<file path="src/rtl/vga_pkg.sv">
// Shared VGA overlay definitions: timing/colour widths, screen limits,
// default bar colours and the charge meter state encoding.
package vga_pkg;

    localparam int COORD_W  = 11;
    localparam int RGB_W    = 12;
    localparam int H_ACTIVE = 1024;
    localparam int V_ACTIVE = 768;

    localparam logic [RGB_W-1:0] DEFAULT_FILL_COLOR  = 12'hF00;
    localparam logic [RGB_W-1:0] DEFAULT_TRACK_COLOR = 12'h444;

    typedef enum logic [1:0] {
        ST_IDLE   = 2'd0,
        ST_CHARGE = 2'd1,
        ST_HOLD   = 2'd2
    } meter_state_t;

endpackage

</file>
<file path="src/rtl/vga_if.sv">
// VGA stream bundle: six timing fields plus rgb. master drives, slave observes.
interface vga_if;
    import vga_pkg::*;

    logic [COORD_W-1:0] hcount;
    logic [COORD_W-1:0] vcount;
    logic               hsync;
    logic               vsync;
    logic               hblank;
    logic               vblank;
    logic [RGB_W-1:0]   rgb;

    modport master (output hcount, vcount, hsync, vsync, hblank, vblank, rgb);
    modport slave  (input  hcount, vcount, hsync, vsync, hblank, vblank, rgb);

endinterface

</file>
<file path="src/rtl/step_timer.sv">
// Free-running prescaler: counts 0..COUNT-1 while enabled and pulses tc
// on the terminal count, wrapping to 0 on the same edge.
module step_timer #(
    parameter int unsigned COUNT = 1,
    parameter int          WIDTH = 32
) (
    input  logic clk,
    input  logic rst,
    input  logic enable,
    input  logic clear,
    output logic tc
);

    localparam logic [WIDTH-1:0] LAST = WIDTH'(COUNT - 1);

    logic [WIDTH-1:0] cnt;

    assign tc = enable && (cnt == LAST);

    // NOTE: sequential state uses <= so every flop samples pre-edge values.
    always_ff @(posedge clk or posedge rst) begin
        if (rst) begin
            cnt <= '0;
        end else if (clear) begin
            cnt <= '0;
        end else if (enable) begin
            cnt <= tc ? '0 : cnt + 1'b1;
        end
    end

endmodule

</file>
<file path="src/rtl/charge_meter.sv">
// Throw-strength meter with VGA bar overlay (one registered pixel stage).
// Define CHARGE_METER_PINGPONG_EN to make the level bounce between 0 and MAX_WIDTH.
module charge_meter
    import vga_pkg::*;
#(
    parameter int               X_START       = 876,
    parameter int               Y_START       = 400,
    parameter int               HEIGHT        = 21,
    parameter int               MAX_WIDTH     = 128,
    parameter int unsigned      STEP_INTERVAL = 1_234_177,
    parameter int unsigned      HOLD_CYCLES   = 65_000_000,
    parameter logic [RGB_W-1:0] FILL_COLOR    = DEFAULT_FILL_COLOR,
    parameter logic [RGB_W-1:0] TRACK_COLOR   = DEFAULT_TRACK_COLOR
) (
    input  logic        clk,
    input  logic        rst,
    input  logic        charge_btn,
    output logic [9:0]  throw_force,
    output logic        force_valid,
    output logic        busy,
    vga_if.slave        vga_in,
    vga_if.master       vga_out
);

    localparam int                 LW        = $clog2(MAX_WIDTH + 1);
    localparam logic [LW-1:0]      LEVEL_MAX = LW'(MAX_WIDTH);
    localparam logic [COORD_W-1:0] X_LO      = COORD_W'(X_START);
    localparam logic [COORD_W-1:0] X_HI      = COORD_W'(X_START + MAX_WIDTH);
    localparam logic [COORD_W-1:0] Y_LO      = COORD_W'(Y_START);
    localparam logic [COORD_W-1:0] Y_HI      = COORD_W'(Y_START + HEIGHT);
    // A bar that would not fit on screen is never drawn.
    localparam bit BAR_ON_SCREEN = (X_START >= 0) && (X_START + MAX_WIDTH <= H_ACTIVE) &&
                                   (Y_START >= 0) && (Y_START + HEIGHT <= V_ACTIVE);
    localparam int unsigned HOLD_TIMER_COUNT = (HOLD_CYCLES == 0) ? 1 : HOLD_CYCLES;

    meter_state_t       state, next_state;
    logic               btn_q, rise, fall;
    logic               enter_charge, capture;
    logic               pre_en, step_tc, hold_tc;
    logic [LW-1:0]      level, shown_level;
    logic               in_bar;
    logic [COORD_W-1:0] fill_edge;
    logic [RGB_W-1:0]   pix_rgb;

    assign rise = charge_btn && !btn_q;
    assign fall = !charge_btn && btn_q;
    assign busy = (state != ST_IDLE);

    always_ff @(posedge clk or posedge rst) begin
        if (rst) begin
            state <= ST_IDLE;
            btn_q <= 1'b0;
        end else begin
            state <= next_state;
            btn_q <= charge_btn;
        end
    end

    // NOTE: every always_comb output gets a default first so no latch is inferred.
    always_comb begin
        next_state   = state;
        enter_charge = 1'b0;
        capture      = 1'b0;
        unique case (state)
            ST_IDLE: if (rise) begin
                next_state   = ST_CHARGE;
                enter_charge = 1'b1;
            end
            ST_CHARGE: if (fall) begin
                capture    = 1'b1;
                next_state = (HOLD_CYCLES == 0) ? ST_IDLE : ST_HOLD;
            end
            ST_HOLD: if (rise) begin
                next_state   = ST_CHARGE;
                enter_charge = 1'b1;
            end else if (hold_tc) begin
                next_state = ST_IDLE;
            end
            default: next_state = ST_IDLE;
        endcase
    end

    step_timer #(.COUNT(STEP_INTERVAL), .WIDTH(32)) u_step_timer (
        .clk(clk), .rst(rst), .enable(pre_en), .clear(enter_charge), .tc(step_tc)
    );

    step_timer #(.COUNT(HOLD_TIMER_COUNT), .WIDTH(32)) u_hold_timer (
        .clk(clk), .rst(rst), .enable(state == ST_HOLD), .clear(state != ST_HOLD), .tc(hold_tc)
    );

    // A step landing on the release edge is dropped; the pre-step level is captured.
`ifdef CHARGE_METER_PINGPONG_EN
    logic dir_down;

    assign pre_en = (state == ST_CHARGE);

    always_ff @(posedge clk or posedge rst) begin
        if (rst) begin
            level    <= '0;
            dir_down <= 1'b0;
        end else if (enter_charge) begin
            level    <= '0;
            dir_down <= 1'b0;
        end else if (step_tc && !fall) begin
            if (dir_down) begin
                level <= level - 1'b1;
                if (level == LW'(1)) dir_down <= 1'b0;
            end else begin
                level <= level + 1'b1;
                if (level == LEVEL_MAX - 1'b1) dir_down <= 1'b1;
            end
        end
    end
`else
    assign pre_en = (state == ST_CHARGE) && (level != LEVEL_MAX);

    always_ff @(posedge clk or posedge rst) begin
        if (rst) begin
            level <= '0;
        end else if (enter_charge) begin
            level <= '0;
        end else if (step_tc && !fall) begin
            level <= level + 1'b1;
        end
    end
`endif

    always_ff @(posedge clk or posedge rst) begin
        if (rst) begin
            throw_force <= '0;
            force_valid <= 1'b0;
        end else begin
            force_valid <= capture;
            if (capture) throw_force <= 10'(level);
        end
    end

    always_comb begin
        shown_level = (state == ST_HOLD) ? throw_force[LW-1:0] : level;
        in_bar      = BAR_ON_SCREEN &&
                      (vga_in.hcount >= X_LO) && (vga_in.hcount < X_HI) &&
                      (vga_in.vcount >= Y_LO) && (vga_in.vcount < Y_HI);
        fill_edge   = X_LO + COORD_W'(shown_level);
        pix_rgb     = vga_in.rgb;
        if (busy && in_bar) begin
            pix_rgb = (vga_in.hcount < fill_edge) ? FILL_COLOR : TRACK_COLOR;
        end
    end

    always_ff @(posedge clk or posedge rst) begin
        if (rst) begin
            vga_out.hcount <= '0;
            vga_out.vcount <= '0;
            vga_out.hsync  <= 1'b0;
            vga_out.vsync  <= 1'b0;
            vga_out.hblank <= 1'b0;
            vga_out.vblank <= 1'b0;
            vga_out.rgb    <= '0;
        end else begin
            vga_out.hcount <= vga_in.hcount;
            vga_out.vcount <= vga_in.vcount;
            vga_out.hsync  <= vga_in.hsync;
            vga_out.vsync  <= vga_in.vsync;
            vga_out.hblank <= vga_in.hblank;
            vga_out.vblank <= vga_in.vblank;
            vga_out.rgb    <= pix_rgb;
        end
    end

endmodule

</file>
<file path="src/flat_wrapper.sv">
// flat-port wrapper written by rule: the top's interface ports become plain ports
module charge_meter_flat import vga_pkg::*;
#(
    parameter int               X_START       = 876,
    parameter int               Y_START       = 400,
    parameter int               HEIGHT        = 21,
    parameter int               MAX_WIDTH     = 128,
    parameter int unsigned      STEP_INTERVAL = 1_234_177,
    parameter int unsigned      HOLD_CYCLES   = 65_000_000,
    parameter logic [RGB_W-1:0] FILL_COLOR    = DEFAULT_FILL_COLOR,
    parameter logic [RGB_W-1:0] TRACK_COLOR   = DEFAULT_TRACK_COLOR
)
  (clk, rst, charge_btn, throw_force, force_valid, busy, vga_in_hcount, vga_in_vcount, vga_in_hsync, vga_in_vsync, vga_in_hblank, vga_in_vblank, vga_in_rgb, vga_out_hcount, vga_out_vcount, vga_out_hsync, vga_out_vsync, vga_out_hblank, vga_out_vblank, vga_out_rgb);
  vga_if vga_in_i ();
  vga_if vga_out_i ();
  input  logic clk;
  input  logic rst;
  input  logic charge_btn;
  output logic [9:0] throw_force;
  output logic force_valid;
  output logic busy;
  input wire logic [$bits(vga_in_i.hcount)-1:0] vga_in_hcount;
  input wire logic [$bits(vga_in_i.vcount)-1:0] vga_in_vcount;
  input wire logic [$bits(vga_in_i.hsync)-1:0] vga_in_hsync;
  input wire logic [$bits(vga_in_i.vsync)-1:0] vga_in_vsync;
  input wire logic [$bits(vga_in_i.hblank)-1:0] vga_in_hblank;
  input wire logic [$bits(vga_in_i.vblank)-1:0] vga_in_vblank;
  input wire logic [$bits(vga_in_i.rgb)-1:0] vga_in_rgb;
  output wire logic [$bits(vga_out_i.hcount)-1:0] vga_out_hcount;
  output wire logic [$bits(vga_out_i.vcount)-1:0] vga_out_vcount;
  output wire logic [$bits(vga_out_i.hsync)-1:0] vga_out_hsync;
  output wire logic [$bits(vga_out_i.vsync)-1:0] vga_out_vsync;
  output wire logic [$bits(vga_out_i.hblank)-1:0] vga_out_hblank;
  output wire logic [$bits(vga_out_i.vblank)-1:0] vga_out_vblank;
  output wire logic [$bits(vga_out_i.rgb)-1:0] vga_out_rgb;
  assign vga_in_i.hcount = vga_in_hcount;
  assign vga_in_i.vcount = vga_in_vcount;
  assign vga_in_i.hsync = vga_in_hsync;
  assign vga_in_i.vsync = vga_in_vsync;
  assign vga_in_i.hblank = vga_in_hblank;
  assign vga_in_i.vblank = vga_in_vblank;
  assign vga_in_i.rgb = vga_in_rgb;
  assign vga_out_hcount = vga_out_i.hcount;
  assign vga_out_vcount = vga_out_i.vcount;
  assign vga_out_hsync = vga_out_i.hsync;
  assign vga_out_vsync = vga_out_i.vsync;
  assign vga_out_hblank = vga_out_i.hblank;
  assign vga_out_vblank = vga_out_i.vblank;
  assign vga_out_rgb = vga_out_i.rgb;
  charge_meter #(.X_START(X_START), .Y_START(Y_START), .HEIGHT(HEIGHT), .MAX_WIDTH(MAX_WIDTH), .STEP_INTERVAL(STEP_INTERVAL), .HOLD_CYCLES(HOLD_CYCLES), .FILL_COLOR(FILL_COLOR), .TRACK_COLOR(TRACK_COLOR)) u_core (.clk(clk), .rst(rst), .charge_btn(charge_btn), .throw_force(throw_force), .force_valid(force_valid), .busy(busy), .vga_in(vga_in_i), .vga_out(vga_out_i));
endmodule
</file>
<file path="config.mk">
export PLATFORM = sky130hd
export DESIGN_NAME = charge_meter_flat
export DESIGN_NICKNAME = d
export VERILOG_FILES = /design/src/rtl/vga_pkg.sv /design/src/rtl/vga_if.sv /design/src/rtl/step_timer.sv /design/src/rtl/charge_meter.sv /design/src/flat_wrapper.sv
export SDC_FILE = /design/constraint.sdc
export NUM_CORES = 1
export LEC_CHECK = 0
export CAP_MARGIN = 20
export CORE_MARGIN = 5
export CORE_UTILIZATION = 58
export CTS_BUF_LIST = sky130_fd_sc_hd__clkbuf_16
export CTS_CLUSTER_SIZE = 16
export DETAILED_ROUTE_END_ITERATION = 6
export PLACE_DENSITY = 0.9
export REMOVE_ABC_BUFFERS = 1
export SLEW_MARGIN = 20
export SYNTH_ARGS = -nofsm -noshare
export SYNTH_HDL_FRONTEND = slang
export SYNTH_HIERARCHICAL = 1
export SYNTH_SLANG_ARGS = --single-unit
</file>
<file path="constraint.sdc">
create_clock -name clk -period 8.4 [get_ports clk]
set_input_delay 1.68 -clock clk [delete_from_list [all_inputs] [get_ports clk]]
set_output_delay 1.68 -clock clk [all_outputs]
set_load 0.1 [all_outputs]
</file>
-- Word-level counts from Yosys, hierarchy flattened
Cells that the tools add are included.
- bits in registers: 122
- output and inout port bits: 50
- add/sub/neg operators: 4
- magnitude comparators: 5
- equality and inequality tests: 9
- muxes and demuxes: 20
- reduce and logical (&&, ||, !) cells: 20
- operator list (cell ; count):
    32-bit 2-to-1 mux ; 6
    32-bit by 1-bit adder with 32-bit output (second input constant) ; 2
    32-bit by 21-bit equality test with 1-bit output (second input constant) ; 1
    32-bit by 26-bit equality test with 1-bit output (second input constant) ; 1
    12-bit 2-to-1 mux ; 2
    8-bit 2-to-1 mux ; 3
    10-bit by 8-bit adder with 11-bit output (first input constant) ; 1
    11-bit by 10-bit greater-or-equal comparator with 1-bit output (second input constant) ; 1
    11-bit by 9-bit greater-or-equal comparator with 1-bit output (second input constant) ; 1
    11-bit by 10-bit less-than comparator with 1-bit output (second input constant) ; 1
    11-bit less-than comparator ; 1
    11-bit by 9-bit less-than comparator with 1-bit output (second input constant) ; 1
    1-bit logical AND ; 10
    8-bit by 1-bit adder with 8-bit output (second input constant) ; 1
    2-bit 2-to-1 mux ; 4
    8-bit != test (second input constant) ; 1
    2-bit nonzero test ; 4
    2-bit one-hot mux with 3 select lines ; 1
    1-bit 2-to-1 mux ; 4
    2-bit by 1-bit != test with 1-bit output (second input constant) ; 2
    1-bit logical NOT ; 3
    3-bit by 1-bit != test with 1-bit output (second input constant) ; 1
    3-bit AND reduction ; 1
    2-bit by 1-bit equality test with 1-bit output (second input constant) ; 1
    other kinds (4) ; 4

-- Longest topological paths before layout
Gate-level depths: netlist of the first run.
- word-level depth: 6
- gate-level depth with buffers: 13
- gate-level depth less buffers: 12

-- Cells and area by module
Netlist of the first run, hierarchy kept.
- modules (own cells, without submodules) (module ; instances ; cells each ; area an instance (um^2)):
    charge_meter ; 1 ; 209 ; 2506.2
    step_timer at u_core.u_step_timer ; 1 ; 192 ; 1788.0
    step_timer at u_core.u_hold_timer ; 1 ; 182 ; 1701.6

-- Worst setup path before layout of the first run
OpenSTA, ideal clock, no wires.
- path kind: input port to flip-flop
- from: input port charge_btn
- to: register u_core.u_step_timer.cnt[19]
- library setup time: 0.078 ns
- arrival: 3.398 ns
- slack: 4.924 ns
- stages: 7
- cells stage by stage: and2_1 clkbuf_1 o21ai_0 or4_1 buf_2 or4_1 a21oi_1
- word-level cells in the longest chain between the ends: 4
- elaborated cells between the ends (all ways): 5
- classes of those cells: mux (3); reduce/logical (2)
- ends and longest elaborated chain (what ; line ; RTL):
    from (decl) ; flat_wrapper.sv:18 ; input logic charge_btn;
    1-bit logical AND (*) ; charge_meter.sv:45 ; assign rise = charge_btn && !btn_q;
    1-bit 2-to-1 mux (*) ; charge_meter.sv:65, charge_meter.sv:73 ;
    1-bit 2-to-1 mux (*) ; -- ;
    net u_core.enter_charge ; charge_meter.sv:38 ; logic enter_charge, capture;
    32-bit 2-to-1 mux or 2-bit nonzero test (tied branches) ; -- ;
    to (signal assigned) ; step_timer.sv:27 ; cnt <= tc ? '0 : cnt + 1'b1;
    to (decl) ; step_timer.sv:16 ; logic [WIDTH-1:0] cnt;
Mark *: on every way through the listed nets, which the timed path passes. The rest lies on a longest branch.
A chain may end at the register's enable or synchronous reset.

-- Final worst setup path of the first run
- from: input port charge_btn
- to: register u_core.u_step_timer.cnt[22]
- word-level cells in the longest chain between the ends: 4
- elaborated cells between the ends (all ways): 5
- classes of those cells: mux (3); reduce/logical (2)
- ends and longest elaborated chain (what ; line):
    1-bit logical AND (*) ; charge_meter.sv:45
    1-bit 2-to-1 mux (*) ; charge_meter.sv:65, charge_meter.sv:73
    1-bit 2-to-1 mux (*) ; --
    32-bit 2-to-1 mux or 2-bit nonzero test (tied branches) ; --
Mark *: on every way between the ends. The rest lies on a longest branch, timed or not.

==> results of run 1 <==
-- layout by cell type (no fill, tap or decap), types with 2 or more instances in the layout --
| master | netlist | layout |
|---|---|---|
| a21oi_1 | 31 | 31 |
| and2_1 | 3 | 3 |
| and3_1 | 4 | 4 |
| and4_1 | 8 | 8 |
| buf_4 | 4 | 4 |
| bufinv_16 | 0 | 4 |
| clkbuf_16 | 0 | 17 |
| clkdlybuf4s50_1 | 0 | 88 |
| clkinv_2 | 0 | 4 |
| clkinvlp_4 | 0 | 2 |
| conb_1 | 1 | 2 |
| dfrtp_1 | 122 | 122 |
| ha_1 | 16 | 16 |
| inv_1 | 21 | 23 |
| mux2_2 | 9 | 9 |
| mux2i_1 | 9 | 9 |
| nand2_1 | 34 | 34 |
| nand2b_1 | 4 | 4 |
| nand3_1 | 18 | 18 |
| nand4_1 | 25 | 25 |
| nor2_1 | 74 | 74 |
| nor2b_1 | 8 | 8 |
| nor3_1 | 13 | 13 |
| nor4_1 | 7 | 7 |
| nor4b_1 | 8 | 8 |
| o2111ai_1 | 3 | 3 |
| o211ai_1 | 2 | 2 |
| o21a_1 | 4 | 4 |
| o21ai_0 | 19 | 19 |
| o21bai_1 | 3 | 3 |
| o31ai_1 | 15 | 15 |
| or2_2 | 4 | 4 |
| or3_1 | 10 | 10 |
| or4_1 | 14 | 14 |
| xnor2_1 | 26 | 26 |
| xor2_1 | 25 | 25 |
-- layout make-up --
cell class                 instances  area [um^2]  share of cell area
tap                              136          170              0.0224
timing repair buffer              93          931               0.123
sequential                       122         3050               0.403
clock inverter                    15          184              0.0243
multi-input combinational        420         2740               0.361
clock buffer                      17          425              0.0561
inverter                          21         78.8              0.0104
-- registers in the layout, indices dropped and copies added, names as in the netlist, 2 cells and up --
signal / cells
u_core/u_hold_timer/cnt: 32
u_core/state: 2
u_core/throw_force: 8
u_core/level: 8
u_core/vga_out.rgb: 12
u_core/u_step_timer/cnt: 32
u_core/vga_out.vcount: 11
u_core/vga_out.hcount: 11
-- how the worst max path moves through the flow --
stage | start | endpoint | cells after the start
floorplan | charge_btn | u_core/u_step_timer/cnt[26]$_DFFE_PP0P_ | 5
global placement | charge_btn | u_core/u_step_timer/cnt[30]$_DFFE_PP0P_ | 6
detailed placement | charge_btn | u_core/u_step_timer/cnt[28]$_DFFE_PP0P_ | 6
CTS | charge_btn | u_core/u_step_timer/cnt[22]$_DFFE_PP0P_ | 6
global route | charge_btn | u_core/u_step_timer/cnt[22]$_DFFE_PP0P_ | 6
finish | charge_btn | u_core/u_step_timer/cnt[22]$_DFFE_PP0P_ | 6
-- metrics by stage --
stage | power, mW | hold WS, ns | cell area (um^2)
6_report | 1.69 | 0.536 | 7580
4_1_cts | 1.70 | 0.529 | 7580
2_1_floorplan | 0.847 | 0.475 | 5870
3_5_place_dp | 0.940 | 0.516 | 6970
3_3_place_gp | 0.929 | 0.492 | 6950
5_1_grt | 1.75 | 0.555 | 7580
-- logic make-up after synthesis --
logic type,Yosys count,synth area share
compound gates,86,0.0927
flops,122,0.509
other cells,1,0.000625
simple gates,247,0.223
xor+xnor,51,0.0745
fa+ha+maj,16,0.0334
mux,18,0.0319
buf+inv,42,0.0344
-- worst reg2reg max path: cells and delay by family (launching register included) --
family / cells / cell delay [ns]
AOI/OAI and AO/OA: 3 / 1.09
DFF: 1 / 0.44
and+or+nand+nor: 6 / 1.98
-- power by group --
part | total [mW] | switching, mW | internal (mW)
sequential | 0.631 | 0.0209 | 0.610
clock | 0.750 | 0.259 | 0.492
combinational | 0.310 | 0.221 | 0.0885
-- metal layers --
layer / part of all wire / up-vias / track usage
met2: 0.54 / 168 / 0.440
met4: 0.031 / 0 / 0.133
met5: 0 / - / 0
met3: 0.042 / 40 / 0.0489
li1: - / 2270 / -
met1: 0.39 / 2545 / 0.288
==> summary.txt, run 1 <==
Status
  – Outcome: complete, no violations

Critical path
  – Crit-path leading delay family: simple AND/OR/NAND/NOR gates
  – Crit path kind: in2reg
  – Reg2reg start: u_core/state[0]$_DFFE_PP0P_
  – WP data required: between 8 and 9 ns
  – Critical path launch point type: input pin
  – Buf+Inv Stages, Crit Path: 1
  – Worst-path cell chain: clkdlybuf4s50_1, and2_1, o211a_1, nand4_1, or4_1, a21oi_1
  – R2r worst-path depth: 9
  – WP data arrival: 4.68 ns
  – Critical Path End Type: register
  – Crit path max-delay cell type: or4_1
  – R2R Setup Slk: 4.81 ns
  – Max stage delay on crit path: between 0.7 and 0.8 ns
  – Reg2reg end: u_core/level[5]$_DFFE_PP0P_
  – Worst Path Max Fanout: 17

Synthesis
  – Most common cell in the netlist: dfrtp_1
  – EDFF count, synth: 0
  – Syn Inst Count: about 600
  – Commonest cells post-synth: dfrtp_1 (122), nor2_1 (74), nand2_1 (34)
  – Seq cells post-synth: 122
  – Async set or reset register ratio after synthesis: 1.00
  – Cell taking the most area after synthesis: dfrtp_1
  – Top-area cell type share of the netlist area: 0.509
  – Yosys warnings: 6
  – Top post-synthesis cells by area: dfrtp_1 (51%), nor2_1 (4.6%), xnor2_1 (3.8%)
  – Top FF cell, synth: dfrtp_1
  – Synth Area per Inst: 10.3 um^2
  – Yosys cell types: just under 60
  – Seq/Total Area, Yosys: 0.509
  – Netlist area before placement: 6000 um^2

Clock network
  – Post-CTS Hold Buffers: 0
  – Cts bufs inserted: 17
  – CTS root buf: clkbuf_16
  – TritonCTS Sinks: about 120
  – Post-CTS Setup Inserts: 0
  – Register clock-pin slew on the reported worst setup and hold paths: about 0.05 ns
  – Max Buffers Root-to-Sink: 2
  – # H-tree levels: 4
  – Resize count post-CTS: 0
  – Clk Latency, worst-skew pair: 0.41 ns
  – CTS tree: done

Place
  – DP HPWL: 10.0 mm
  – Buffers on Ports: 88
  – RePlAce Congestion: 0.847
  – Pre-CTS setup slack: 3.76 ns
  – Inst Count DP: 792

Finish
  – Final core occ: 0.744
  – Fin cells: 824
  – # nets final: around 730
  – Diodes inserted: 0
  – Share of cells above drive strength 1: 0.0814
  – Area grow syn2layout: 26.5%
  – # fillers: 656

Floorplanning
  – FP Rows: 37
  – Initial Util: 0.589
  – # IOs: 91
  – Die area: 12500 um^2
  – Core ar.: 10200 um^2
  – Die span in y: 112 um
  – Die width: 112 um

Min path
  – Hold path startpoint: u_core/u_hold_timer/cnt[1]$_DFFE_PP0P_
  – HP Class: reg2reg
  – Hold EP: u_core/u_hold_timer/cnt[1]$_DFFE_PP0P_
  – Hold Crit Depth: 2

Global route
  – Initial antenna violation count: 0
  – GRT Resource Usage Total: 0.251
  – Largest net degree at the start of global routing: 34
  – First-pass GRT wire length: 25.3 mm
  – Gr ovfl total: 0
  – Vias in the first global route: between 5000 and 6000

Drt
  – Initial DRT Pass Iterations: 5
  – WL final: 15.2 mm
  – Via/cell ratio: between 6 and 7
  – Drt wl/cell: 18.5 um
  – DR iter-0 viols: 311
  – Via count: 5023
  – # DRC: 0
  – ANT nets after route: 0

Timing
  – Count of final setup violators: 0
  – Worst Tran Pin Value: 1.06 ns
  – RSZ-0062 raised after global routing: no
  – Final WS setup: 4.04 ns
  – Min Tclk post-route: ~4.4 ns
  – Max_slew headroom: 0.293
  – Clock Skew: 0.00865 ns
  – Final period util: 0.519
  – Final hold vios: 0
  – Final setup TNS: 0 ns
  – Max-slew violations: 0
  – Fmax: between 0.2 and 0.25 GHz

Flow run
  – Max-cap viol count: 0

Power
  – Worst IR Drop VDD: 0.155 mV
  – Power Dens Cells: between 200 and 250 nW/um^2
  – P_leak: 3.10 nW
Power figures use the tool's default switching activity.
==> inputs of run 2 (changes only) <==
CORE_UTILIZATION = 54   (was 58)
PLACE_DENSITY = 0.85   (was 0.9)
clock period = 4.18 ns   (was 8.4 ns; I/O delays follow)
==> run 2 against run 1 <==
Against the previous run: utilization is 4.7 points lower; via count is 3.4% lower; global-route usage is 1.4 points lower; wire length is 1.6% lower; clock power is 92% higher; sequential share of layout area is 0.13 points higher; first-iteration DRC count is 7.4% higher; worst hold slack worse by 0.0015 ns; non-clock buffer count is 1 higher; critical path type is now reg2reg; largest cell class unchanged; largest power group unchanged.
==> summary.txt, run 2 (same netlist as run 1, synthesis figures left out) <==
Critical path
  – Crit-path leading delay family: compound AO/OA/AOI/OAI gates
  – WP data required: 4.43 ns (-4.29 ns)
  – Worst Path Max Fanout: 17 (unchanged)
  – Max stage delay on crit path: 0.48 ns (-0.26 ns)
  – R2R Setup Slk: 0.63 ns (-4.18 ns)
  – WP data arrival: 3.80 ns (-0.88 ns)
  – Buf+Inv Stages, Crit Path: 1 (unchanged)
  – Worst-path cell chain: nor2b_1, buf_4, mux2i_1, ha_1, nor2_1, nor2_1, nor2_1, ha_1, nand4_1, a2111oi_0, o21ai_0, o2111ai_2, o21ai_0
  – R2r worst-path depth: 13 (+4)
  – Crit path kind: reg2reg
  – Reg2reg end: u_core/vga_out.rgb[9]$_DFF_PP0_
  – Most Frequent Cell on Critical Path: nor2_1
  – Critical Path End Type: register
  – Reg2reg start: u_core/state[1]$_DFFE_PP0P_
  – Critical path launch point type: register
  – Crit path max-delay cell type: a2111oi_0

Drt
  – Via/cell ratio: 5.86 (-3.9%)
  – Via count: 4854 (-3.4%)
  – DR iter-0 viols: 334 (+7.4%)
  – # DRC: 0 (unchanged)
  – WL final: 15.0 mm (-1.6%)
  – Initial DRT Pass Iterations: 7 (+2)
  – Drt wl/cell: 18.1 um (-2.2%)
  – ANT nets after route: 0 (unchanged)

Timing
  – Min Tclk post-route: 3.55 ns
  – Clock Skew: 0.00662 ns (-0.00203 ns)
  – Final hold vios: 0 (unchanged)
  – RSZ-0062 raised after global routing: no
  – Min Hold Slack: 0.534 ns (-0.00153 ns)
  – Worst Tran Pin Value: 1.02 ns (-0.0370 ns)
  – Max_slew headroom: 0.317 (+0.0240)
  – Count of final setup violators: 0 (unchanged)
  – Final setup TNS: 0 ns (unchanged)
  – Max-slew violations: 0 (unchanged)
  – Fmax: 0.281 GHz
  – Final period util: 0.850

Place
  – DP HPWL: 10.2 mm (+2.0%)
  – RePlAce Congestion: 0.890 (+5.1%)
  – Buffers on Ports: 88 (unchanged)

Min path
  – HP Class: reg2reg
  – Hold EP: u_core/u_hold_timer/cnt[1]$_DFFE_PP0P_
  – Hold path startpoint: u_core/u_hold_timer/cnt[1]$_DFFE_PP0P_
  – Hold Crit Depth: 2 (unchanged)

Floorplanning
  – Die area: 13300 um^2 (+6.7%)
  – FP Rows: 38 (+2.7%)
  – Core ar.: 10800 um^2 (+6.4%)
  – Initial Util: 0.553 (-0.0356)
  – Die width: 115 um (+3.3%)
  – Die span in y: 115 um (+3.3%)
  – # IOs: 91 (unchanged)

Clock network
  – Max Buffers Root-to-Sink: 2 (unchanged)
  – Post-CTS Hold Buffers: 0 (unchanged)
  – Resize count post-CTS: 0 (unchanged)
  – Clk Latency, worst-skew pair: 0.40 ns (about the same)
  – TritonCTS Sinks: 122 (unchanged)
  – Cts bufs inserted: 17 (unchanged)
  – CTS root buf: clkbuf_16
  – CTS tree: done
  – Post-CTS Setup Inserts: 0 (unchanged)
  – # H-tree levels: 4 (unchanged)
  – Register clock-pin slew on the reported worst setup and hold paths: 0.05 ns (about the same)

Finish
  – Area grow syn2layout: 26.1%
  – # nets final: 733 (+0.14%)
  – Biggest regs: u_core/u_hold_timer/cnt: 32 flops, u_core/u_step_timer/cnt: 32 flops, u_core/vga_out.rgb: 12 flops
  – Diodes inserted: 0 (unchanged)
  – Most common cell after layout, fill and taps aside: dfrtp_1
  – Most frequent cells in the layout: dfrtp_1 (122), clkdlybuf4s50_1 (88), nor2_1 (74), nand2_1 (34), a21oi_1 (31)
  – Share of cells above drive strength 1: 0.0813 (-0.000118)
  – Final core occ: 0.697 (-0.0472)

Power
  – Worst IR Drop VDD: 0.293 mV (+88%)
  – Power Dens Cells: 439 nW/um^2 (+97%)
  – Total power: 3.32 mW (+96%)
  – P_leak: 3.08 nW (-0.90%)

Global route
  – First-pass GRT wire length: 24.8 mm (-1.8%)
  – Vias in the first global route: 4971 (-3.8%)
  – Gr ovfl total: 0 (unchanged)
  – Initial antenna violation count: 0 (unchanged)
  – GRT Resource Usage Total: 0.236 (-0.0142)
  – Largest net degree at the start of global routing: 47 (+38%)

Flow run
  – Max-cap viol count: 0 (unchanged)

Status
  – Outcome: complete, no violations
-- run 2: per-stage QoR --
| stage | worst slack (ns) | instance area [um^2] | std cells |
|---|---|---|---|
| after floorplan | 0.860 | 5870 | 563 |
| final | 0.626 | 7560 | 829 |
| after CTS | 0.722 | 7560 | 829 |
| after global placement | 0.860 | 6970 | 797 |
| after detailed placement | 0.734 | 6970 | 797 |
| after global routing | 0.471 | 7560 | 829 |
-- run 2: report_power, final --
part	leakage, nW	switching, mW	internal, mW
Sequential	1.61	0.0450	1.23
Clock	0.278	0.513	0.924
Combinational	1.19	0.434	0.179
Total	3.08	0.992	2.33
-- run 2: tightest hold or removal path, cell delays in order, from the launching register on --
cell and delay [ns]:
dfrtp_1 0.37, nand2_1 0.07, o31ai_1 0.06
-- run 2: worst max-delay path by stage --
stage / from / endpoint / slack (ns) / depth (start not counted)
after floorplan: u_core/state[0]$_DFFE_PP0P_ / u_core/vga_out.rgb[11]$_DFF_PP0_ / 0.86 / 10
after global placement: charge_btn / u_core/u_step_timer/cnt[30]$_DFFE_PP0P_ / 0.86 / 6
after detailed placement: charge_btn / u_core/u_step_timer/cnt[20]$_DFFE_PP0P_ / 0.73 / 6
after CTS: u_core/state[1]$_DFFE_PP0P_ / u_core/vga_out.rgb[8]$_DFF_PP0_ / 0.72 / 13
after global routing: u_core/state[1]$_DFFE_PP0P_ / u_core/vga_out.rgb[11]$_DFF_PP0_ / 0.47 / 13
final: u_core/state[1]$_DFFE_PP0P_ / u_core/vga_out.rgb[9]$_DFF_PP0_ / 0.63 / 13
-- run 2: area by class of cell --
type                    count  area (um^2)
well taps                 140          175
inverters                  21         80.1
fillers                   762         3280
clock inverters            15          159
multi-input cells         420         2740
flip-flops and latches    122         3050
clock buffers              17          425
repair buffers             94          926
-- run 2: metal layers --
metal / vias to the layer above / global-route usage / share of wire / routed length [um]
met1: 2351 / 0.290 / 0.40 / 6000
met2: 207 / 0.409 / 0.51 / 7700
met5: - / 0 / 0 / 0
met4: 0 / 0.0837 / 0.020 / 303
met3: 24 / 0.0553 / 0.065 / 973
li1: 2272 / - / - / -
==> inputs of run 3 (changes only) <==
ABC_AREA = 1   (was default)
CORE_UTILIZATION = 56   (was 54)
PLACE_DENSITY = 0.86   (was 0.85)
SYNTH_HIERARCHICAL = default   (was 1)
==> run 3 against run 2 <==
Against the previous run: clock power increased by 9.7%; via count increased by 36%; final cell count rose by 51%; non-clock buffer count down 4; register-to-register slack improved by 0.73 ns; maximum frequency up 17%; synthesized area grew 16%; design area grew 14%; combinational power increased by 73%; worst hold slack lost 0.037 ns; synthesized cell count rose by 68%; sequential share of layout area down 4.9 points; critical path type is now reg2out; largest cell class is now multi-input combinational cells; largest power group unchanged; highest routed layer unchanged.
==> summary.txt, run 3 <==
Place
  – DP HPWL: 12.7 mm (+24%)
  – Buffers on Ports: 88 (unchanged)
  – Pre-CTS setup slack: 1.41 ns (+0.676 ns)
  – RePlAce Congestion: 0.972 (+9.2%)

Floorplanning
  – Core ar.: 12100 um^2 (+11%)
  – Die width: 121 um (+5.1%)
  – Die span in y: 121 um (+5.1%)
  – # IOs: 91 (unchanged)
  – FP Rows: 40 (+5.3%)
  – Die area: 14700 um^2 (+10%)
  – Initial Util: 0.575 (+0.0215)

Critical path
  – WP data required: 3.34 ns (-1.09 ns)
  – Worst-path cell chain: nor2_1, inv_1, clkdlybuf4s50_1
  – Reg2reg start: u_core.state[0]$_DFFE_PP0P_
  – Worst Path Max Fanout: 3 (-14)
  – R2r worst-path depth: 14 (+1)
  – Buf+Inv Stages, Crit Path: 2 (+1)
  – WP data arrival: 2.21 ns (-1.59 ns)
  – Critical path launch point type: register
  – Crit-path leading delay family: buffers and inverters
  – Crit path kind: reg2out
  – Crit path max-delay cell type: clkdlybuf4s50_1
  – R2R Setup Slk: 1.36 ns (+0.73 ns)
  – Setup crit start: u_core.state[0]$_DFFE_PP0P_
  – Reg2reg end: u_core.vga_out.rgb[2]$_DFF_PP0_
  – Critical Path End Type: output pin
  – Max stage delay on crit path: 0.97 ns (+0.49 ns)

Drt
  – ANT nets after route: 0 (unchanged)
  – DR iter-0 viols: 776 (+130%)
  – Initial DRT Pass Iterations: 5 (-2)
  – Met2 Wirelength: 8.76 mm (+14%)
  – # DRC: 0 (unchanged)
  – Met3 routed WL: 1.08 mm (+11%)
  – M1 wire length: 7.36 mm (+23%)
  – Drt wl/cell: 14.1 um (-22%)
  – Via/cell ratio: 5.26 (-10%)
  – Max layer used: met4
  – WL final: 17.7 mm (+18%)
  – Via count: 6600 (+36%)

Timing
  – RSZ-0062 raised after global routing: no
  – Final hold vios: 0 (unchanged)
  – Max-slew violations: 0 (unchanged)
  – Fmax: 0.328 GHz (+17%)
  – Final WS setup: 1.13 ns (+0.504 ns)
  – Count of final setup violators: 0 (unchanged)
  – Clock Skew: 0.00853 ns (+0.00191 ns)
  – Final period util: 0.730 (-0.121)
  – Final setup TNS: 0 ns (unchanged)
  – Min Tclk post-route: 3.05 ns (-0.504 ns)
  – Worst Tran Pin Value: 1.03 ns (+0.0114 ns)
  – Max_slew headroom: 0.309 (-0.00759)

Global route
  – Largest net degree at the start of global routing: 76 (+62%)
  – GRT Resource Usage Total: 0.248 (+0.0120)
  – First-pass GRT wire length: 29.1 mm (+17%)
  – Initial antenna violation count: 0 (unchanged)
  – Vias in the first global route: 6220 (+25%)
  – Gr ovfl total: 0 (unchanged)

Clock network
  – Max Buffers Root-to-Sink: 2 (unchanged)
  – Post-CTS Hold Buffers: 0 (unchanged)
  – # H-tree levels: 4 (unchanged)
  – Cts bufs inserted: 17 (unchanged)
  – Resize count post-CTS: 0 (unchanged)
  – CTS root buf: clkbuf_16
  – Register clock-pin slew on the reported worst setup and hold paths: 0.05 ns (about the same)
  – CTS tree: done
  – TritonCTS Sinks: 122 (unchanged)
  – Post-CTS Setup Inserts: 0 (unchanged)
  – Clk Latency, worst-skew pair: 0.42 ns (+0.02 ns)

Power
  – P_leak: 3.88 nW (+26%)
  – Psw: 1.39 mW (+40%)
  – Worst IR Drop VDD: 0.278 mV (-4.9%)
  – Power Dens Cells: 464 nW/um^2 (+5.6%)
  – Sequential Power Share: 0.339 (-0.044)
  – Internal power: 2.60 mW (+12%)
  – Switch share: 0.349 (+0.0501)
  – Clock network fraction of total power: 0.396 (-0.037)
  – Combinational share of power: 0.265 (+0.080)

Synthesis
  – Async set or reset register ratio after synthesis: 1.00 (unchanged)
  – Synth Area per Inst: 7.09 um^2 (-31%)
  – Seq/Total Area, Yosys: 0.441 (-0.0687)
  – Netlist area before placement: 6930 um^2 (+16%)
  – Yosys cell types: 39 (-33%)
  – Most common cell in the netlist: nand2_1
  – Top post-synthesis cells by area: dfrtp_1 (44%), nand2_1 (17%), nor2_1 (9.5%)
  – Commonest cells post-synth: nand2_1 (309), nor2_1 (175), dfrtp_1 (122)
  – Cell taking the most area after synthesis: dfrtp_1
  – Yosys warnings: 0 (-6)
  – Seq cells post-synth: 122 (unchanged)
  – EDFF count, synth: 0 (unchanged)
  – Syn Inst Count: 977 (+68%)
  – Top-area cell type share of the netlist area: 0.441 (-0.0687)
  – Top FF cell, synth: dfrtp_1

Min path
  – Hold EP: u_core.u_hold_timer.cnt[0]$_DFF_PP0_
  – Hold Crit Depth: 1 (-1)
  – Hold path startpoint: u_core.u_hold_timer.cnt[0]$_DFF_PP0_
  – HP Class: reg2reg

Finish
  – Most common cell after layout, fill and taps aside: nand2_1
  – Share of cells above drive strength 1: 0.0589 (-0.0223)
  – Area grow syn2layout: 24.2%
  – # fillers: 906 (+19%)
  – # nets final: 1130 (+54%)
  – Most frequent cells in the layout: nand2_1 (309), nor2_1 (175), dfrtp_1 (122), inv_1 (113), clkdlybuf4s50_1 (88)
  – Biggest regs: u_core.u_hold_timer.cnt: 32 flops, u_core.u_step_timer.cnt: 32 flops, u_core.vga_out.rgb: 12 flops
  – Diodes inserted: 0 (unchanged)

Status
  – Outcome: complete, no violations

Flow run
  – Max-cap viol count: 0 (unchanged)
-- run 3: cell types whose count changed after synthesis, moves of 13 or more --
cell / before / now
nand3_1: 18 / 55
nand2_1: 34 / 309
or4_1: 14 / 0
nor2_1: 74 / 175
o31ai_1: 15 / 2
a21oi_1: 31 / 10
xnor2_1: 26 / 4
o21ai_0: 19 / 34
o21ai_1: 0 / 14
inv_1: 21 / 112
-- run 3: kinds of logic (layout without fill, tap and decap cells) --
family | count (synthesis) | after routing | synth area share
adder cells (fa/ha/maj) | 16 | 16 | 0.0289
XOR/XNOR | 21 | 21 | 0.0265
AO/OA/AOI/OAI | 66 | 66 | 0.0506
other | 1 | 2 | 0.000541
flip-flops | 122 | 122 | 0.441
buffers and inverters | 134 | 242 | 0.0764
AND/OR/NAND/NOR | 617 | 617 | 0.377
-- run 3: power groups by stage --
stage | clock, mW | sequential (mW) | combinational [mW]
5_1_grt | 1.65 | 1.37 | 1.15
6_report | 1.58 | 1.36 | 1.06
4_1_cts | 1.60 | 1.35 | 1.06
3_3_place_gp | 0 | 1.37 | 1.02
3_5_place_dp | 0 | 1.37 | 1.05
2_1_floorplan | 0 | 1.63 | 0.488
-- run 3: final cells by class --
class,count,area (um^2),area share
repair buffers,90,908,0.105
clock buffers,17,425,0.0494
multi-input cells,722,3350,0.389
inverters,120,455,0.0529
clock inverters,15,206,0.0240
well taps,168,210,0.0244
flip-flops and latches,122,3050,0.355
-- run 3: routing by layer --
metal / up-vias / track usage
met4: 0 / 0.0966
met1: 3036 / 0.309
li1: 3255 / -
met5: - / 0
met2: 260 / 0.422
met3: 49 / 0.0545
-- run 3: per-stage QoR --
stage	power [mW]	instances	area [um^2]	hold WS [ns]	util
final	3.99	1254	8610	0.498	0.714
after global placement	2.39	1222	7980	0.463	0.662
after global routing	4.17	1254	8610	0.525	0.714
after detailed placement	2.42	1222	7980	0.495	0.662
after floorplan	2.12	964	6860	0.432	-
after CTS	4.01	1254	8610	0.503	0.714
-- run 3: worst reg2reg max path: stages, from the launching register on --
cell and delay, ns:
dfrtp_1 0.43, inv_2 0.10, nand2_2 0.29, nand2_1 0.16
o21ai_0 0.14, ha_1 0.27, o21ai_1 0.21, xor2_1 0.19
ha_1 0.28, a21oi_1 0.12, o21ai_0 0.11, a21oi_1 0.18
nand3_1 0.13, nand2_1 0.08, inv_1 0.03
-- run 3: how the worst max path moves through the flow --
| stage | endpoint | slack, ns | cells past startpoint |
|---|---|---|---|
| finish | busy | 1.13 | 3 |
| global placement | u_core.vga_out.rgb[2]$_DFF_PP0_ | 1.54 | 14 |
| floorplan | u_core.btn_q$_DFF_PP0_ | 0.10 | 1 |
| CTS | busy | 1.12 | 3 |
| global route | u_core.vga_out.rgb[11]$_DFF_PP0_ | 1.00 | 13 |
| detailed placement | u_core.vga_out.rgb[2]$_DFF_PP0_ | 1.41 | 14 |
==> RTL edit (flow settings as in run 3) <==
The 3 states of `meter_state_t` get a one-hot encoding in 3 bits.
--- a/src/rtl/vga_pkg.sv
+++ b/src/rtl/vga_pkg.sv
@@ -12,6 +12,6 @@
 
-    typedef enum logic [1:0] {
-        ST_IDLE   = 2'd0,
-        ST_CHARGE = 2'd1,
-        ST_HOLD   = 2'd2
+    typedef enum logic [2:0] {
+        ST_IDLE   = 3'b001,
+        ST_CHARGE = 3'b010,
+        ST_HOLD   = 3'b100
     } meter_state_t;
Check against the original RTL: no difference found for any inputs over 10 cycles, from zero or initial values and one cycle with rst high; not proved beyond that.
==> RTL edit against run 3 <==
Combinational power increased by 12%; sequential cell count grew 1; largest power group unchanged; design area is 1.3% lower; setup slack worse by 0.31 ns; synthesized area fell by 1.3%; total power grew 4.6%; wire length up 1.1%.
==> RTL edit: results (changes against run 3) <==
Via density 5.49 (+4.3%); Clock Tree Buf Depth 2 (unchanged); xor/xnor share of the synthesized area 0.0320 (+0.00547); Leak 4.04 nW (+4.1%); layout net count 1096 (-3.0%); FFs w/ async S/R, synth 1.00 (unchanged); CP max-delay cell dfstp_2; reg2reg path depth 15 (+1); Post-Synth Adder-Cell Area 0.0293 (+0.000380); Worst Skew 0.00608 ns (-0.00245 ns); Crit Path Max Fanout 25 (+22); biggest regs u_core.u_hold_timer.cnt (32), u_core.u_step_timer.cnt (32), u_core.vga_out.rgb (12); CTS Buf Count 17 (unchanged); Avg Cell Area, Syn 7.22 µm² (+1.8%); CP delay by family, top compound AO/OA/AOI/OAI gates; top post-synthesis cells by area dfrtp_1, nand2_1, inv_1; mux contribution to synthesized area 0 (unchanged); Min Hold Slack 0.467 ns (-0.0311 ns); post-detail-place hpwl 12600 µm (-0.59%); most common library cells after synthesis nand2_1, inv_1, nor2_1; initial antenna violation count 0 (unchanged); Main synth FF type dfrtp_1; Critical path origin u_core.state[0]; Worst Max-Slew Pin Slew 1.04 ns (+0.00314 ns); crit-path max cell delay 0.57 ns (-0.40 ns); post-synthesis compound-gate area fraction 0.0540 (+0.00341); DR pass1 iterations 5 (unchanged); Min Clock Period, post-route 3.36 ns (+0.310 ns); initial DRC count 715 (-7.9%); Port Buffer Count 88 (unchanged); status finished clean; H-tree Lvls 4 (unchanged); Tot GR Track Use 0.256 (+0.00768); Post-Place Cells 1167 (-4.5%); n_diodes 0 (unchanged); Distinct cells, synth 36 (-7.7%); vias in the first global route 6171 (-0.79%); cell with the most instances after synthesis nand2_1; sequential-to-total area share from yosys stat 0.450 (+0.00964); largest net degree at the start of global routing 70 (-7.9%); WHS Endpoint u_core.u_hold_timer.cnt[0]; WS Path Type reg2reg; Arrival @ worst endpoint 3.68 ns (+1.47 ns); Worst-Skew Late Latency 0.43 ns; Yosys warning total 0 (unchanged); Worst Hold Depth 1 (unchanged); root buf cell clkbuf_16; WL/cell 14.9 µm (+5.7%); first-pass GRT wire length 29700 µm (+1.9%); pre-CTS setup slack 1.12 ns (-0.287 ns); routability cong. 0.985 (+1.4%); layout cells sized above 1 0.0466 (-0.0124); total number of vias 6582 (-0.27%); R2R Setup Slk 0.82 ns (-0.54 ns); VDD IR-drop max 0.281 mV (+1.1%); Placed Area 7850 µm² (-1.6%)
-- RTL edit: cell types whose count changed after synthesis, sizes merged, moves of 8 or more --
| cell | before | now |
|---|---|---|
| a21oi | 11 | 22 |
| inv | 120 | 138 |
| nand2 | 315 | 275 |
| nand3 | 58 | 72 |
| nor2 | 188 | 133 |
| nor3 | 21 | 37 |
| o21ai | 48 | 40 |
-- RTL edit: power by group --
group          internal [mW]  total (mW)  switching [mW]
logic                  0.315        1.19           0.875
clock network           1.06        1.61           0.559
registers               1.29        1.37          0.0862
-- RTL edit: routing by layer --
metal	track usage	wire, µm	up-vias
met5	0	0	-
met4	0.101	431	0
met3	0.0711	1610	46
met2	0.387	8040	308
met1	0.351	7820	3048
li1	-	-	3180
-- RTL edit: layout make-up --
cell class | count | area, µm²
Multi-Input combinational cell | 668 | 3150
Clock buffer | 17 | 425
Fill cell | 925 | 3510
Inverter | 138 | 520
Clock inverter | 15 | 223
Timing Repair Buffer | 91 | 916
Sequential cell | 123 | 3080
Tap cell | 147 | 184
